==> config.mk <==
export PLATFORM = sky130hd
export DESIGN_NAME = temp_spi_rd
export DESIGN_NICKNAME = d
export VERILOG_FILES = /design/src/rtl/temp_spi_rd.sv
export SDC_FILE = /design/constraint.sdc
export NUM_CORES = 1
export LEC_CHECK = 0
export BUFFER_PORTS_ARGS = -buffer_cell sky130_fd_sc_hd__buf_2
export CORE_AREA = 8 8 88 90
export CTS_CLUSTER_DIAMETER = 200
export CTS_CLUSTER_SIZE = 8
export DETAILED_ROUTE_END_ITERATION = 12
export DIE_AREA = 0 0 96 98
export GPL_TIMING_DRIVEN = 0
export PLACE_DENSITY_LB_ADDON = 0.15
export SLEW_MARGIN = 10
export SYNTH_ARGS = -nofsm -noshare
export SYNTH_HDL_FRONTEND = slang
export SYNTH_SLANG_ARGS = --single-unit
export TNS_END_PERCENT = 30
==> constraint.sdc <==
create_clock -name clk -period 1.76 [get_ports clk]
set_input_delay 0.176 -clock clk [delete_from_list [all_inputs] [get_ports clk]]
set_output_delay 0.176 -clock clk [all_outputs]
set_load 0.01 [all_outputs]
==> src/rtl/temp_spi_rd.sv <==
// Periodic read-only SPI master for a MAX6675-style thermocouple sensor.
// Clocks in one 16-bit frame per sample period and latches raw/temp/fault.
module temp_spi_rd #(
    parameter int CLK_DIV       = 2,
    parameter int SAMPLE_PERIOD = 100000
) (
    input  logic        clk,
    input  logic        rst,
    input  logic        spi_miso,
    output logic        spi_sclk,
    output logic        spi_cs_n,
    output logic [15:0] raw,
    output logic [11:0] temp,
    output logic        fault,
    output logic        temp_vld
);

    localparam int TW = (SAMPLE_PERIOD > 1) ? $clog2(SAMPLE_PERIOD) : 1;
    localparam int DW = (CLK_DIV > 1) ? $clog2(CLK_DIV) : 1;
    localparam logic [TW-1:0] TIMER_LAST = TW'(SAMPLE_PERIOD - 1);
    localparam logic [DW-1:0] DIV_LAST   = DW'(CLK_DIV - 1);

    typedef enum logic [1:0] {IDLE, SETUP, SHIFT, HOLD} state_t;

    state_t         state;
    logic [TW-1:0]  timer;
    logic [DW-1:0]  div_cnt;
    logic [4:0]     bit_cnt;
    logic [15:0]    shift_reg;
    logic           start;
    logic           div_done;

    assign start    = (timer == TIMER_LAST);
    assign div_done = (div_cnt == DIV_LAST);

    // Free-running sample timer, independent of the FSM state.
    always_ff @(posedge clk or posedge rst) begin
        if (rst) begin
            timer <= '0;
        end else if (start) begin
            timer <= '0;
        end else begin
            timer <= timer + 1'b1;
        end
    end

    always_ff @(posedge clk or posedge rst) begin
        if (rst) begin
            state     <= IDLE;
            div_cnt   <= '0;
            bit_cnt   <= '0;
            shift_reg <= '0;
            spi_sclk  <= 1'b0;
            spi_cs_n  <= 1'b1;
            raw       <= '0;
            temp      <= '0;
            fault     <= 1'b0;
            temp_vld  <= 1'b0;
        end else begin
            temp_vld <= 1'b0;
            case (state)
                IDLE: begin
                    div_cnt <= '0;
                    if (start) begin
                        spi_cs_n <= 1'b0;
                        bit_cnt  <= '0;
                        state    <= SETUP;
                    end
                end
                SETUP: begin
                    if (div_done) begin
                        div_cnt   <= '0;
                        spi_sclk  <= 1'b1;
                        shift_reg <= {shift_reg[14:0], spi_miso};
                        bit_cnt   <= 5'd1;
                        state     <= SHIFT;
                    end else begin
                        div_cnt <= div_cnt + 1'b1;
                    end
                end
                SHIFT: begin
                    if (div_done) begin
                        div_cnt  <= '0;
                        spi_sclk <= ~spi_sclk;
                        // Sample on the clk edge that drives sclk high.
                        if (!spi_sclk) begin
                            shift_reg <= {shift_reg[14:0], spi_miso};
                            bit_cnt   <= bit_cnt + 1'b1;
                        end else if (bit_cnt == 5'd16) begin
                            state <= HOLD;
                        end
                    end else begin
                        div_cnt <= div_cnt + 1'b1;
                    end
                end
                HOLD: begin
                    if (div_done) begin
                        div_cnt  <= '0;
                        spi_cs_n <= 1'b1;
                        raw      <= shift_reg;
                        temp     <= shift_reg[14:3];
                        fault    <= shift_reg[2];
                        temp_vld <= 1'b1;
                        state    <= IDLE;
                    end else begin
                        div_cnt <= div_cnt + 1'b1;
                    end
                end
                default: state <= IDLE;
            endcase
        end
    end

endmodule

# Yosys cells after proc, flatten, opt, wreduce, memory -nomap -nowiden
# Cells that the tools add are included.
[word_totals]
regBits = 73
inputBits = 3
out_inout_bits = 32
wordCells = 64
[classes]
add_sub_neg = 3
n_eq_ne = 12
muxes = 26
bitwise = 1
n_reduce_logical = 11
[op_table]
columns = ["op", "count"]
rows = [
  ["two-way mux 16 bit", 3],
  ["one-hot mux 16 bit (2 select lines)", 1],
  ["two-way mux 5 bit", 4],
  ["adder 17 x 1 -> 17 bit (second input constant)", 1],
  ["== test 17 bit (second input constant)", 1],
  ["two-way mux 17 bit", 1],
  ["one-hot mux 5 bit (3 select lines)", 1],
  ["inequality test 2 bit (second input constant)", 7],
  ["two-way mux 2 bit", 6],
  ["one-hot mux 2 bit (4 select lines)", 1],
  ["two-way mux 1 bit", 6],
  ["one-hot mux 1 bit (2 select lines)", 3],
  ["AND reduction 3 bit", 2],
  ["AND reduction 6 bit", 1],
  ["adder 5 x 1 -> 5 bit (second input constant)", 1],
  ["== test 5 bit (second input constant)", 1],
  ["AND reduction 5 bit", 1],
  ["== test 2 bit (second input constant)", 2],
  ["AND reduction 4 bit", 1],
  ["nonzero test 2 bit", 2],
  ["nonzero test 3 bit", 1],
  ["OR reduction 3 bit", 1],
  ["== test 2 x 1 -> 1 bit (second input constant)", 1],
  ["zero test 2 bit", 1],
  ["other kinds (3)", 3],
]

# Logic depth before layout (Yosys ltp)
# Gate-level depths: netlist of the first run.
[depth]
word_depth = 5
mapped_depth = 7
mapped_depth_nobuf = 6

# Least setup slack after synthesis of the first run
# No wires, ideal clock.
[synth_timing]
kind = "register -> register"
start = "reg state[0]"
end = "reg shift_reg[0]"
setup_time_ps = 125
arrival_ps = 1778
required_time_ps = 1635
path_slack_ps = -142
path_stages_with_launch = 8
path_buffers = 2
synth_period_minus_slack_ps = 1902
cell_sequence = "dfrtp_1 > inv_1 > ha_1 > clkbuf_1 > nand2_1 > nand2_1 > buf_2 > mux2_2"
[synth_via]
elab_chain_len = 3
word_cells_on_any_way = 8
[synth_lines]
columns = ["element", "line_no", "text"]
rows = [
  ["start, declared", "25", "state_t state;"],
  ["start signal, assigned", "49", "state <= IDLE;"],
  ["start signal, assigned", "67", "state <= SETUP;"],
  ["start signal, assigned", "76", "state <= SHIFT;"],
  ["== test 2 x 1 -> 1 bit or == test 2 bit (tied branches)", "61", "case (state)"],
  ["inequality test 2 bit (no line) or nonzero test 2 bit (tied branches)", "-", ""],
  ["AND reduction 4 bit (no line)", "-", ""],
  ["end signal, assigned", "74", "shift_reg <= {shift_reg[14:0], spi_miso};"],
  ["end signal, assigned", "87", "shift_reg <= {shift_reg[14:0], spi_miso};"],
  ["end, declared", "29", "logic [15:0] shift_reg;"],
]
# Parallel ways exist; a longest one is shown, timed or not.
# A chain may end at the register's enable or synchronous reset.

# Worst setup path after layout of the first run
[layout_timing]
start = "reg timer[8]"
end = "reg state[0]"
[layout_via]
elab_chain_len = 3
[layout_lines]
columns = ["element", "line_no", "text"]
rows = [
  ["start, declared", "26", "logic [TW-1:0] timer;"],
  ["start signal, assigned", "43", "timer <= timer + 1'b1;"],
  ["== test 17 bit", "33", "assign start = (timer == TIMER_LAST);"],
  ["inequality test 2 bit (no line)", "-", ""],
  ["AND reduction 6 bit (no line)", "-", ""],
]
# Every way passes these cells.

==> results of run 1 <==
-- critical path, cell delays in order, from the launching register on --
cell,delay (ps)
dfrtp_2,450
nor4b_4,380
a41oi_4,220
or4_1,540
o21a_1,120
-- cells in the mapped netlist, types with 2 or more instances --
library cell	number	area, um2
o21ai_0	5	25.0
inv_1	9	33.8
nand2_1	10	37.5
ha_1	9	113
buf_4	13	97.6
xor2_1	9	78.8
nor2b_1	2	12.5
and4_1	3	26.3
nor2_1	16	60.1
and4bb_2	2	25.0
mux2_2	33	372
a31oi_1	2	12.5
nand4_1	9	56.3
a211oi_1	2	15.0
dfrtp_1	59	1480
and4_2	2	20.0
o41ai_2	2	32.5
clkbuf_1	2	7.51
o21a_1	2	15.0
buf_2	4	20.0
xnor2_1	5	43.8
nand3_1	8	40.0
nor3_1	2	10.0
o31ai_1	3	22.5
-- report_power, final --
| part | total (mW) | switching [mW] | leakage (nW) | internal (mW) |
|---|---|---|---|---|
| clock | 1.37 | 0.571 | 0.110 | 0.803 |
| combinational | 0.0312 | 0.0269 | 0.843 | 0.00436 |
| sequential | 1.38 | 0.000739 | 0.813 | 1.38 |
-- metrics by stage --
step | instances | cell area [um2] | setup TNS, ps | worst slack, ps | total power [mW]
3_5_place_dp | 341 | 3080 | -5940 | -281 | 1.44
6_report | 366 | 3480 | -148 | -69.3 | 2.79
4_1_cts | 363 | 3430 | -70.4 | -26.7 | 2.83
3_3_place_gp | 341 | 3080 | -49810 | -752 | 1.44
5_1_grt | 366 | 3480 | -545 | -164 | 2.90
2_1_floorplan | 227 | 2810 | -30.0 | -30.0 | 1.43
-- area by class of cell --
cell class,instances,area [um2]
fill,582,3020
sequential,60,1510
multi-input combinational,139,1210
timing repair buffer,43,240
buffer,19,156
clock buffer,9,124
tap,80,100
clock inverter,7,98.8
inverter,9,36.3
-- worst paths after layout --
check                          endpoint  cells past startpoint
max                            state[0]                      4
min                        shift_reg[0]                      2
max reg2reg                    state[0]                      4
min reg2reg                     raw[15]                      1
max in group asynchronous      timer[8]                      3
min in group asynchronous    bit_cnt[2]                      3
-- logic make-up (layout without fill, tap and decap cells) --
group | after synthesis | in the layout
compound gates | 20 | 20
mux | 33 | 33
flops | 60 | 60
buf+inv | 28 | 87
xor+xnor | 14 | 14
fa+ha+maj | 9 | 9
simple gates | 63 | 63
-- what timing repair did --
item                                    4_1_cts  5_1_grt
hold buffers                                  1        0
pin swaps                                     5        3
endpoints found under the setup margin       32       16
resized for setup                            20        7
setup buffers                                 5        3
hold endpoints to repair                     53        0
-- metal layers --
layer	part of all wire, %	up-vias	wire length [um]
li1	-	900	-
met1	47	922	2400
met2	46	29	2360
met3	4.7	11	240
met4	2.4	0	121
met5	0	-	0
==> metrics.log, run 1 <==
[metrics] outcome: finished with violations
[metrics] violated checks: setup timing
[metrics] largest voltage drop on the vdd net: between 0.5 and 0.6 mV
[metrics] met1 Resource Use GR: 15.0%
[metrics] core area: between 6000 and 7000 um2
[metrics] maximum net fanout on the critical path: 5
[metrics] CTS H-tree lvls: 3
[metrics] Final HPWL DP: roughly 3400 um
[metrics] number of diodes: 0
[metrics] FF-to-FF setup slack: -70 ps
[metrics] row cnt: 30
[metrics] mean cell area of the mapped netlist: 12.4 um2
[metrics] final setup violating endpoints: 3
[metrics] Pwr per Cell Area: about 800 nW/um2
[metrics] max-cap viol count: 0
[metrics] detailed-route wire length per cell: 14.0 um
[metrics] CTS max path bufs: 2
[metrics] port bufs: 34
[metrics] worst hold margin: between 60 and 70 ps
[metrics] total clock sinks: 60
[metrics] violation count after the first detailed-routing iteration: 48
[metrics] Final WS setup: -69.3 ps
[metrics] Max Freq: roughly 550 MHz
[metrics] max reg flops: 17
[metrics] vias in the first global route: 1,863
[metrics] final hold viol count: 0
[metrics] area of the die: 9410 um2
[metrics] fraction of the mapped netlist area in simple logic gates: 13.2%
[metrics] P&R area growth vs syn: 23.9%
[metrics] initial antenna violation count: 0
[metrics] Period Utilization, post-route: 104%
[metrics] area of the mapped netlist: approximately 2800 um2
[metrics] Post-Synth XOR/XNOR Area: around 4.4%
[metrics] Die Span X: roughly 96 um
[metrics] router iterations before antenna repair: 4
[metrics] gpl congestion: 0.794
[metrics] number of enable-type register cells in the synthesized netlist: 0
[metrics] Max Clock Skew: 12.2 ps
[metrics] beginning of the critical path: timer[8]
[metrics] WP data arrival: 2050 ps
[metrics] Initial Utilization: a little over two fifths
[metrics] DR DRC count: 0
[metrics] Adder-Cell Fraction of Synth Area: under 10%
[metrics] proportion of synthesized area in mux cells: 13.2%
[metrics] largest net degree at the start of global routing: 61
[metrics] worst reg2reg startpoint: timer[8]
[metrics] hold path start: spi_miso
[metrics] wirelength, routed: between 5000 and 6000 um
[metrics] clock latency on the worst-skew pair: 340 ps
[metrics] Post-Route Utilization: 53.5%
[metrics] GR peak layer: met2
[metrics] type of the worst setup path: flop to flop
[metrics] Seq cells post-synth: 60
[metrics] transition time at the pin with the least slew margin: between 700 and 800 ps
[metrics] main combinational cell family by area after synthesis: multiplexers
[metrics] fraction of layout instances using a drive strength above 1: 47.2%
[metrics] number of top-level pins: 35
[metrics] cell count after synthesis: 227
[metrics] Leak: 1.77 nW
[metrics] Yosys cell types: 38
[metrics] final antenna-violating net count: 0
[metrics] net count after synthesis: 239
[metrics] die boundary height: 98 um
[metrics] endpoint kind of the worst setup timing path: flop
[metrics] data required time of the critical path: 1990 ps
[metrics] proportion of register bits with asynchronous set or reset after synthesis: 100%
[metrics] Clock Root Buffer: clkbuf_8
[metrics] CTS clk-pin slew, worst paths: 80 ps
[metrics] count of synthesis-stage warnings from yosys: 0
[metrics] Final Critical Period: 1830 ps
[metrics] leading cell types in the layout, fill and taps excluded: 56 x dfrtp_1, 36 x buf_2, 32 x mux2_2, 21 x buf_4, 16 x nor2_1
[metrics] met3 GRT Util: 3.84%
[metrics] vias: 1,862
[metrics] Overall Global Routing Usage: 12.0%
[metrics] number of buffers inserted during clock tree synthesis: 9
[metrics] Slew Limit Fails: 0
[metrics] class of the most critical hold timing path: input pin to flop
[metrics] GRT Residual Overflow: 0
[metrics] synthesized-area fraction occupied by ao, oa, aoi and oai cells: 6.02%
[metrics] vias per std cell: 5.09
[metrics] wire length of the first global-routing pass: 8780 um
[metrics] worst slew margin relative to its limit: 51.6%
[metrics] kind of start point of the critical path: flop
[metrics] CTS tree: built
[metrics] most common library cell in the layout ignoring fill and taps: dfrtp_1
[metrics] met2 track demand over resource: roughly 18%
[metrics] RSZ-0062 raised after global routing: yes
[metrics] # nets final: 293
[metrics] portion of the post-synthesis area used by sequential elements: 53.5%
[metrics] Post-synth top flop: dfrtp_1
(Power assumes the default switching activity.)
==> run 2: changes to the inputs <==
CAP_MARGIN = 20   (was default)
TNS_END_PERCENT = default   (was 30)
==> run 2 against run 1 <==
The run ends with hold timing, setup timing left. Clock power is 3% higher. Critical endpoint unchanged. Sequential power hardly changed. Global-route usage is 0.36 points higher. Clock skew is 4.9 ps lower. Via count is 0.16% lower.
==> metrics.log, run 2 (same netlist as run 1, synthesis figures left out) <==
[metrics] total clock sinks: 60
[metrics] vias in the first global route: 1,862
[metrics] number of diodes: 0
[metrics] wirelength, routed: ~5300 um
[metrics] final hold viol count: 54
[metrics] number of top-level pins: 35
[metrics] cell depth of the worst flop-to-flop path: 6
[metrics] worst reg2reg startpoint: timer[0]
[metrics] wire length of the first global-routing pass: 9130 um
[metrics] area of the die: ~9400 um2
[metrics] Overall Global Routing Usage: roughly 12%
[metrics] GRT Residual Overflow: 0
[metrics] core area: around 6500 um2
[metrics] CTS clk-pin slew, worst paths: 70 ps
[metrics] max-cap viol count: 0
[metrics] CTS tree: built
[metrics] Final Critical Period: 1770 ps
[metrics] vias per std cell: 5.09
[metrics] Initial Utilization: 43.2%
[metrics] gpl congestion: 0.729
[metrics] number of buffers added to fix hold violations after cts: 0
[metrics] most common library cell in the layout ignoring fill and taps: dfrtp_1
[metrics] outcome: finished with violations
[metrics] Slew Limit Fails: 0
[metrics] Total Power Consumption: about 2.8 mW
[metrics] Max Freq: 564 MHz
[metrics] Max Clock Skew: 7.33 ps
[metrics] die boundary height: between 90 and 100 um
[metrics] detailed-route wire length per cell: 14.7 um
[metrics] final antenna-violating net count: 0
[metrics] Clock Root Buffer: clkbuf_8
[metrics] leading cell types in the layout, fill and taps excluded: 57 x dfrtp_1, 35 x buf_2, 32 x mux2_2, 22 x buf_4, 16 x nor2_1
[metrics] RSZ-0062 raised after global routing: yes
[metrics] maximum net fanout on the critical path: 5
[metrics] final setup violating endpoints: 2
[metrics] transition time at the pin with the least slew margin: 731 ps
[metrics] Final Cell Area: about 3500 um2
[metrics] # nets final: 292
[metrics] largest net degree at the start of global routing: 61
[metrics] CTS max path bufs: 2
[metrics] clock latency on the worst-skew pair: ~330 ps
[metrics] P&R area growth vs syn: 23.9%
[metrics] worst hold margin: -16.1 ps
[metrics] WP data arrival: 1990 ps
[metrics] number of filler instances in the final layout: 575
[metrics] worst slew margin relative to its limit: 51.3%
[metrics] violated checks: hold timing, setup timing
[metrics] router iterations before antenna repair: 6
[metrics] port bufs: 34
[metrics] initial antenna violation count: 0
[metrics] row cnt: 30
[metrics] vias: between 1,500 and 2,000
[metrics] max reg flops: 17
[metrics] endpoint kind of the worst setup timing path: flop
[metrics] Die Span X: 96 um
[metrics] Final HPWL DP: 3410 um
[metrics] largest voltage drop on the vdd net: approximately 0.50 mV
[metrics] type of the worst setup path: flop to flop
[metrics] number of buffers inserted during clock tree synthesis: 9
[metrics] kind of start point of the critical path: flop
[metrics] destination of the worst register-to-register timing path: state[0]
[metrics] class of the most critical hold timing path: input pin to async pin
[metrics] post-place instance area: 3090 um2
[metrics] data required time of the critical path: 1980 ps
[metrics] Leak: roughly 1.8 nW
[metrics] FF-to-FF setup slack: -10 ps
[metrics] violation count after the first detailed-routing iteration: 35
[metrics] Period Utilization, post-route: 101%
[metrics] CTS H-tree lvls: 3
[metrics] Pwr per Cell Area: 812 nW/um2
[metrics] Final WS setup: -14.5 ps
[metrics] fraction of layout instances using a drive strength above 1: roughly 47%
[metrics] DR DRC count: 0
-- run 2: stage by stage --
step           utilization, %  TNS [ps]  setup WS [ps]  std cells  hold slack (ps)
3_3_place_gp             47.5    -47350           -714        341              411
3_5_place_dp             47.6     -5840           -284        341              364
6_report                 53.6     -15.3          -14.5        365            -16.1
5_1_grt                  53.6      -225          -65.8        365             48.5
2_1_floorplan               -     -67.6          -6.76        227              326
4_1_cts                  53.0     -13.0          -11.5        365             3.72
-- run 2: worst max-delay path by stage --
stage               startpoint  cells after the start  slack [ps]           end
floorplan             state[0]                      7          -7  shift_reg[0]
CTS                   timer[8]                      4         -10      state[1]
finish                timer[0]                      6         -10      state[0]
global placement           rst                      2        -710    bit_cnt[1]
global route          timer[0]                      6         -70      state[1]
detailed placement    state[0]                      4        -280        raw[9]
-- run 2: routing by layer --
layer  global-route usage, %  vias to the layer above  routed length, um
li1                        -                      900                  -
met1                    16.4                      915               2600
met4                    7.34                        0                139
met3                    2.76                       11                197
met2                    17.8                       33               2410
met5                       0                        -                  0
-- run 2: what timing repair did --
| item | 4_1_cts | 5_1_grt |
|---|---|---|
| setup endpoints to repair | 33 | 30 |
| endpoints found under the hold margin | 0 | 0 |
| pin swaps | 4 | 1 |
| cloned | 0 | 0 |
| buffers inserted | 8 | 2 |
| resized for setup | 16 | 9 |
-- run 2: worst max-delay path: stages, from the launching register on --
cell and delay (ps):
dfrtp_1 420, ha_4 160, and4_1 210, buf_6 110, a41oi_4 150, or4_1 500, o21a_1 120
-- run 2: layout make-up --
type	instances	area, um2	share of cell area [%]
sequential	60	1510	43.3
multi-input combinational	139	1210	34.8
timing repair buffer	44	258	7.41
clock buffer	13	159	4.57
buffer	17	140	4.03
tap	80	100	2.88
clock inverter	3	68.8	1.98
inverter	9	36.3	1.04
-- run 2: power by group --
group / internal, mW / total [mW] / leakage, nW / switching [mW]
Sequential: 1.38 / 1.38 / 0.815 / 0.000778
Clock: 0.879 / 1.41 / 0.114 / 0.533
Combinational: 0.00292 / 0.0299 / 0.843 / 0.0270
Total: 2.26 / 2.82 / 1.77 / 0.561
